--- src/rtl/cbi980_seq.sv ---
// cbi980_seq: autonomous register-port sequencer for cbi980_core.
// It writes CR_VALUE to CR, polls SR until the codec reports init, and then
// loops. Each loop polls SR once and moves at most one sample:
//   - RX: DIN FIFO -> m_t* stream
//   - TX: s_t* stream -> DOUT FIFO
// When both RX FIFOs hold data, the two channels are served alternately.
// Ports:
//   clk, rstn                    clock, async active-low reset
//   enable                       run (high) / graceful stop (low)
//   s_tdata/s_tchan/s_tvalid/s_tready   TX sample stream in
//   m_tdata/m_tchan/m_tvalid/m_tready   RX sample stream out
//   core_wr_addr/data/en, core_wr_err   core write port
//   core_rd_addr/req, core_rd_data/ack  core read port (latency 1)
//   running                      high while in the poll/transfer loop
//   err, ovf[1:0], unf[1:0]      sticky status, cleared on configuration
module cbi980_seq #(
  parameter logic [31:0] CR_VALUE = 32'h0000_003C,
  parameter int unsigned POLL_GAP = 4
) (
  input  logic        clk,
  input  logic        rstn,
  input  logic        enable,
  input  logic [31:0] s_tdata,
  input  logic        s_tchan,
  input  logic        s_tvalid,
  output logic        s_tready,
  output logic [31:0] m_tdata,
  output logic        m_tchan,
  output logic        m_tvalid,
  input  logic        m_tready,
  output logic [2:0]  core_wr_addr,
  output logic [31:0] core_wr_data,
  output logic        core_wr_en,
  input  logic        core_wr_err,
  output logic [2:0]  core_rd_addr,
  output logic        core_rd_req,
  input  logic [31:0] core_rd_data,
  input  logic        core_rd_ack,
  output logic        running,
  output logic        err,
  output logic [1:0]  ovf,
  output logic [1:0]  unf
);

  typedef enum logic [3:0] {
    S_IDLE, S_CFG, S_INIT_RD, S_INIT_WT, S_POLL, S_POLL_WT, S_DECIDE,
    S_RD, S_RD_WT, S_PUSH, S_WR, S_GAP, S_STOP
  } state_t;

  localparam logic [2:0] A_SR = 3'd1, A_CR = 3'd2;

  // GAP occupies POLL_GAP cycles (at least one), so the counter is preloaded
  // with POLL_GAP-1 and the exit is taken in the cycle it reads zero.
  localparam logic [7:0] GAP_LOAD = (POLL_GAP == 0) ? 8'd0 : 8'(POLL_GAP - 1);

  state_t     state, next_state;
  logic [1:0] rxne, txnf;      // SR flags from the latest poll
  logic       rr;              // last served RX channel
  logic       rd_ch;           // channel being read
  logic [7:0] gap_cnt;
  logic       pick_ch, go_rx, go_tx;

  assign go_rx   = |rxne;
  assign go_tx   = s_tvalid && txnf[s_tchan];
  // Both pending: alternate away from the last served channel.
  assign pick_ch = (rxne == 2'b11) ? ~rr : rxne[1];

  always_comb begin
    next_state   = state;
    s_tready     = 1'b0;
    core_wr_en   = 1'b0;
    core_wr_addr = '0;
    core_wr_data = '0;
    core_rd_req  = 1'b0;
    core_rd_addr = '0;
    running      = 1'b0;
    case (state)
      S_IDLE:    if (enable) next_state = S_CFG;
      S_CFG: begin
        core_wr_en   = 1'b1;
        core_wr_addr = A_CR;
        core_wr_data = CR_VALUE;
        next_state   = S_INIT_RD;
      end
      S_INIT_RD: begin
        core_rd_req  = 1'b1;
        core_rd_addr = A_SR;
        next_state   = S_INIT_WT;
      end
      S_INIT_WT: if (core_rd_ack) next_state = core_rd_data[31] ? S_GAP : S_INIT_RD;
      S_POLL: begin
        running      = 1'b1;
        core_rd_req  = 1'b1;
        core_rd_addr = A_SR;
        next_state   = S_POLL_WT;
      end
      S_POLL_WT: begin
        running = 1'b1;
        if (core_rd_ack) next_state = S_DECIDE;
      end
      S_DECIDE: begin
        running = 1'b1;
        if (!enable)    next_state = S_STOP;
        else if (go_rx) next_state = S_RD;
        else if (go_tx) next_state = S_WR;
        else            next_state = S_GAP;
      end
      S_RD: begin
        running      = 1'b1;
        core_rd_req  = 1'b1;
        core_rd_addr = rd_ch ? 3'd6 : 3'd7;
        next_state   = S_RD_WT;
      end
      S_RD_WT: begin
        running = 1'b1;
        if (core_rd_ack) next_state = S_PUSH;
      end
      S_PUSH: begin
        running = 1'b1;
        if (m_tready) next_state = S_GAP;
      end
      S_WR: begin
        running      = 1'b1;
        s_tready     = 1'b1;
        core_wr_en   = 1'b1;
        core_wr_addr = s_tchan ? 3'd4 : 3'd5;
        core_wr_data = s_tdata;
        next_state   = S_GAP;
      end
      S_GAP: begin
        running = 1'b1;
        if (!enable)           next_state = S_STOP;
        else if (gap_cnt == 0) next_state = S_POLL;
      end
      S_STOP: begin
        core_wr_en   = 1'b1;
        core_wr_addr = A_CR;
        next_state   = S_IDLE;
      end
      default:   next_state = S_IDLE;
    endcase
  end

  always_ff @(posedge clk or negedge rstn) begin
    if (!rstn) begin
      state    <= S_IDLE;
      rxne     <= '0;
      txnf     <= '0;
      rr       <= 1'b0;
      rd_ch    <= 1'b0;
      gap_cnt  <= '0;
      m_tdata  <= '0;
      m_tchan  <= 1'b0;
      m_tvalid <= 1'b0;
      err      <= 1'b0;
      ovf      <= '0;
      unf      <= '0;
    end else begin
      state <= next_state;
      if (core_wr_en && core_wr_err) err <= 1'b1;
      if (next_state == S_GAP && state != S_GAP) gap_cnt <= GAP_LOAD;
      case (state)
        S_CFG: begin
          err <= core_wr_err;
          ovf <= '0;
          unf <= '0;
        end
        S_POLL_WT: if (core_rd_ack) begin
          txnf <= {core_rd_data[13], core_rd_data[9]};
          rxne <= {core_rd_data[15], core_rd_data[11]};
          ovf  <= ovf | {core_rd_data[19], core_rd_data[17]};
          unf  <= unf | {core_rd_data[18], core_rd_data[16]};
        end
        S_DECIDE: begin
          if (enable && go_rx) begin
            rr    <= pick_ch;
            rd_ch <= pick_ch;
          end
          // Flags are consumed by this decision only.
          rxne <= '0;
          txnf <= '0;
        end
        S_RD_WT: if (core_rd_ack) begin
          m_tdata  <= core_rd_data;
          m_tchan  <= rd_ch;
          m_tvalid <= 1'b1;
        end
        S_PUSH:  if (m_tready) m_tvalid <= 1'b0;
        S_GAP:   if (gap_cnt != 0) gap_cnt <= gap_cnt - 8'd1;
        default: ;
      endcase
    end
  end

endmodule

--- config.mk ---
export PLATFORM = sky130hd
export DESIGN_NAME = cbi980_seq
export DESIGN_NICKNAME = d
export VERILOG_FILES = /design/src/rtl/cbi980_seq.sv
export SDC_FILE = /design/constraint.sdc
export NUM_CORES = 1
export LEC_CHECK = 0
export BUFFER_PORTS_ARGS = -buffer_cell sky130_fd_sc_hd__buf_2
export CAP_MARGIN = 25
export CORE_UTILIZATION = 45
export DETAILED_ROUTE_END_ITERATION = 10
export GPL_ROUTABILITY_DRIVEN = 0
export HOLD_SLACK_MARGIN = 0.15
export PLACE_DENSITY = 0.8
export SKIP_LAST_GASP = 1
export SYNTH_ARGS = -nofsm -noshare
export SYNTH_HDL_FRONTEND = slang
export SYNTH_SLANG_ARGS = --single-unit
--- constraint.sdc ---
create_clock -name clk -period 2.85 [get_ports clk]
set_input_delay 0.1425 -clock clk [delete_from_list [all_inputs] [get_ports clk]]
set_output_delay 0.1425 -clock clk [all_outputs]
set_load 0.01 [all_outputs]
[Word-level counts from Yosys, hierarchy flattened]
Index checks and enable logic that the tools add are counted.
Storage, ports and cells
  register bits: 56
  input bits: 72
  output and inout bits: 81
  logic and storage cells: 96
Operators by class
  $add $sub $neg: 1
  magnitude comparators: 1
  equal/unequal tests: 18
  mux-type cells: 40
  bitwise logic cells: 3
  reductions and logical operators: 22
Operators by type and width (number)
  $pmux 32 s2: 1
  $pmux 4 s12: 1
  $mux 4: 10
  $eq 4x4->1 const B: 6
  $mux 8: 3
  $eq 4x3->1 const B: 4
  $pmux 2 s2: 4
  $mux 1: 14
  $pmux 3 s2: 2
  $eq 4x2->1 const B: 2
  $logic_not 8->1: 1
  $mux 2: 4
  $reduce_and 2->1: 4
  $reduce_bool 2->1: 4
  $reduce_bool 8->1: 1
  $reduce_or 8->1: 1
  $sub 8x1->8 const B: 1
  $ne 2x2->1 const B: 3
  $reduce_or 2->1: 3
  $reduce_or 3->1: 2
  $eq 4x1->1 const B: 1
  $logic_and 1x1->1: 4
  $logic_not 4->1: 1
  $ne 4x4->1 const B: 1
  other kinds (6): 7

[Longest topological paths before layout]
  word-level depth: 12
  mapped depth: 8
  mapped depth without buffers: 8

[Least setup slack after synthesis]
No wires, ideal clock.
  path type: reg2reg
  start point: reg gap_cnt[0]
  end point: reg gap_cnt[0]
  setup time: 0.135 ns
  data arrival time: 2.219 ns
  required time: 2.715 ns
  slack: 0.496 ns
  cell stages (with the launch flop): 9
  buffers on the path: 0
  period minus slack after synthesis: 2.354 ns
  cell sequence: dfrtp_1 -> inv_1 -> ha_1 -> or4b_4 -> or4_4 -> a221oi_4 -> a2111oi_2 -> a211oi_1 -> a21oi_1
On the way
  cells in the longest elaborated chain, start to end: 9
  elaborated cells on any way between the ends: 11
  classes of those cells: 1 x add/sub; 1 x eq/ne; 6 x mux; 3 x reduce/logical
Ends and longest elaborated chain
  start, declared: line 60  | logic [7:0] gap_cnt;
  start signal, assigned: line 189  | S_GAP: if (gap_cnt != 0) gap_cnt <= gap_cnt - 8'd1;
  $logic_not 8->1: line 133  | else if (gap_cnt == 0) next_state = S_POLL;
  $mux 4: line 133
  $mux 4: line 132  | if (!enable) next_state = S_STOP;
  $pmux 4 s12: line 77  | case (state)
  $eq 4x4->1: line 161  | if (next_state == S_GAP && state != S_GAP) gap_cnt <= GAP_LOAD;
  $logic_and 1x1->1: line 161
  $mux 8: line 161
  $mux 8: line 189
  $mux 8 *: line 162  | case (state)
Mark *: on every way between the ends. The rest lies on a longest branch, timed or not.
A chain may end at the register's enable or synchronous reset.

[Final worst setup path]
Ends and elaborated chain as after synthesis.

==> metrics.cfg <==
[global_routing]
grt_overflow = 0
grt_pass1_wl_um = 12450
antenna_found_initial = 0
grt_max_degree = 43
grtUsageTotal = 0.2449
grt_pass1_vias = 2657

[sta]
rsz0062_at_grt = false
slew-limit-headroom = 0.6109
setup_viol_count_final = 0
hold_viol_final = 0
period_share = 0.8922
worst_slew_pin_slew_ps = 568.9
finalSetupTns_ps = 0
fmax_mhz = 393.3
setup_slack_ps = 307.3
fin_crit_ps = 2543
fin_worst_skew_ps = 7.689
slew_viol_final = 0

[place]
place_hpwl_um = 5252
placed_cell_area_um2 = 3679
place_ws_ps = 334.7
portBuffers = 152

[critical_path]
crit_required_ps = 3030
cp.arrival_ps = 2720
start_kind = flip-flop
crit_buf_inv = 1
cp_cell_sequence = inv_1 -> ha_1 -> or4b_4 -> or4_4 -> a221oi_4 -> a2111oi_2 -> a211oi_1 -> a21oi_1
critPathKind = reg2reg
critPathMaxStageDelay_ps = 520
crit_family = simple AND/OR/NAND/NOR gates
critPathMaxFanout = 6
critPathSlowestCell = or4b_4
end_kind = flip-flop
r2r_slack_ps = 310

[clock_tree]
cts_setup_buffers = 0
cts_made_buffers = 5
clock_sinks = 56
cts.path.max_buffers = 2
clk_latency_ps = 310
clkTransAtPathRegs_ps = 100
cts_tree = done
h-tree-depth = 2
cts_root_buffer = clkbuf_8

[power_and_ir_drop]
p_switching_mw = 1.501
peakVddDrop_mv = 0.7049
seq_power_share = 0.392
combinationalPowerShare = 0.491
pwr-share-clk = 0.116
p_sw_frac = 0.4066
p_leak_nw = 2.114
power_density_nw_per_um2 = 897.1
internal_power_mw = 2.192

[yosys]
ys_seq_elements = 56
syn_area_per_cell_um2 = 10.41
yosysWarnings = 0
ys_types = 46
netlist_area_um2 = 2861
syn_inst = 275
synth_edf_count = 0
ys_seq_area_frac = 0.4897
synth_fp_nets = 348
async_reset_ff_frac = 1.000
ys.flop_type = dfrtp_1

[routing]
ant_nets = 0
first_pass_iters = 4
wl_per_cell_um = 15.05
drt_iter0_drc = 196
via_per_inst = 5.207
totalWireLength_um = 7994
drcViolationCount = 0
vias = 2765

[die]
fp.coreArea_um2 = 6026
die_w_um = 81.74
core.rowCount = 28
die_height_um = 81.74
num_io_pins = 153
die_area_um2 = 6681
initial_utilization = 0.4749

[layout]
synthToLayoutAreaGrowth_pct = 43.86
nets = 529
antennaDiodeCount = 0
design_area_um2 = 4116
drive_gt1_frac = 0.4605

[outcome]
status = completed

[job]
maxCapViolCount = 0

[hold_path]
hold_path.class = in2reg

-- repair_timing --
item                       4_1_cts  5_1_grt
hold buffers                    35        0
hold endpoints to repair        56        0
resized for setup                0        1
setup endpoints to repair        0        7
-- cells in the final DEF, fill, tap and decap left out, types with 2 or more instances in the layout --
master	instances
buf_4	4
nor2b_1	7
dfrtp_1	56
nand2_1	18
a21o_1	4
a31oi_1	3
clkbuf_8	5
mux2_2	34
nor2_1	20
o21ai_0	16
nor3_2	3
a21oi_1	15
dlygate4sd3_1	35
buf_2	152
and3_1	2
nand3_1	2
o21ai_2	2
a31o_1	2
inv_1	5
and2_1	29
nand2b_1	8
or3_1	2
nor3_1	5
-- worst register-to-register path, delay by kind of cell (launching register included) --
| family | cells | cell delay [ps] |
|---|---|---|
| adder cells (fa/ha/maj) | 1 | 200 |
| flip-flops | 1 | 420 |
| AO/OA/AOI/OAI | 4 | 700 |
| buffers and inverters | 1 | 70 |
| AND/OR/NAND/NOR | 2 | 1030 |
-- registers in the layout, indices dropped and copies added, names as in the netlist, 2 cells and up --
| register | cells |
|---|---|
| gap_cnt | 8 |
| m_tdata | 32 |
| ovf | 2 |
| rxne | 2 |
| state | 4 |
| txnf | 2 |
| unf | 2 |
-- synth_stat cells, types with 2 or more instances --
master / n / area, µm²
nor3_1: 5 / 25.02
nand2b_1: 8 / 50.05
a21oi_1: 15 / 75.07
nor3_2: 3 / 30.03
nor2b_1: 7 / 43.79
buf_4: 2 / 15.01
clkbuf_1: 13 / 48.80
and2_1: 29 / 181.4
a31oi_1: 3 / 18.77
and3_1: 2 / 12.51
o21ai_0: 16 / 80.08
dfrtp_1: 56 / 1401
nand3_1: 2 / 10.01
inv_1: 5 / 18.77
o21ai_2: 2 / 17.52
nor2_1: 21 / 78.83
mux2_2: 34 / 382.9
nand2_1: 18 / 67.56
or3_1: 2 / 12.51
a31o_1: 2 / 17.52
nor3b_1: 2 / 15.01
a21o_1: 4 / 30.03
-- stage by stage --
| step | hold WS [ps] | instances | utilization | power, mW |
|---|---|---|---|---|
| 3_5_place_dp | 70.85 | 489 | 0.6105 | 3.195 |
| 3_3_place_gp | 57.94 | 489 | 0.6105 | 3.130 |
| 6_report | 164.5 | 531 | 0.6831 | 3.693 |
| 4_1_cts | 158.0 | 531 | 0.6827 | 3.667 |
| 5_1_grt | 213.7 | 531 | 0.6831 | 3.977 |
| 2_1_floorplan | -153.1 | 275 | - | 2.535 |
-- power by group through the flow --
| stage | clock network (mW) | logic [mW] | registers [mW] |
|---|---|---|---|
| after floorplan | 0 | 1.08 | 1.46 |
| after global placement | 0 | 1.71 | 1.42 |
| after detailed placement | 0 | 1.75 | 1.44 |
| after CTS | 0.441 | 1.79 | 1.43 |
| after global routing | 0.464 | 2.01 | 1.51 |
| final | 0.430 | 1.81 | 1.45 |
-- kinds of logic after synthesis --
| kind of cell | count (synthesis) | share of synthesized area |
|---|---|---|
| muxes | 35 | 0.1373 |
| DFF | 56 | 0.4897 |
| and+or+nand+nor | 106 | 0.2068 |
| AOI/OAI and AO/OA | 54 | 0.1268 |
| adders and majority gates | 1 | 0.004372 |
| buffers and inverters | 22 | 0.03192 |
| xor gates and xnor gates | 1 | 0.003061 |
-- routing by layer --
metal	share of wire	global-route usage
met1	0.41	0.2945
met2	0.48	0.4174
met3	0.093	0.07556
met4	0.018	0.07719
met5	0	0
-- worst paths after layout --
path                       cells after the start           to   startpoint
max                                            8   gap_cnt[0]   gap_cnt[0]
min                                            4     m_tvalid     m_tready
max reg2reg                                    8   gap_cnt[0]   gap_cnt[0]
min reg2reg                                    1  m_tdata[26]  m_tdata[26]
max in group asynchronous                      3  m_tdata[23]         rstn
min in group asynchronous                      2  m_tdata[17]         rstn
-- layout make-up --
type	instances	area (µm²)
fillers	446	1909
inverters	5	18.77
flip-flops and latches	56	1401
well taps	75	93.84
clock inverters	2	16.27
clock buffers	5	68.82
multi-input cells	197	1376
repair buffers	191	1141
Note: power is estimated with default switching activity, not from simulation.
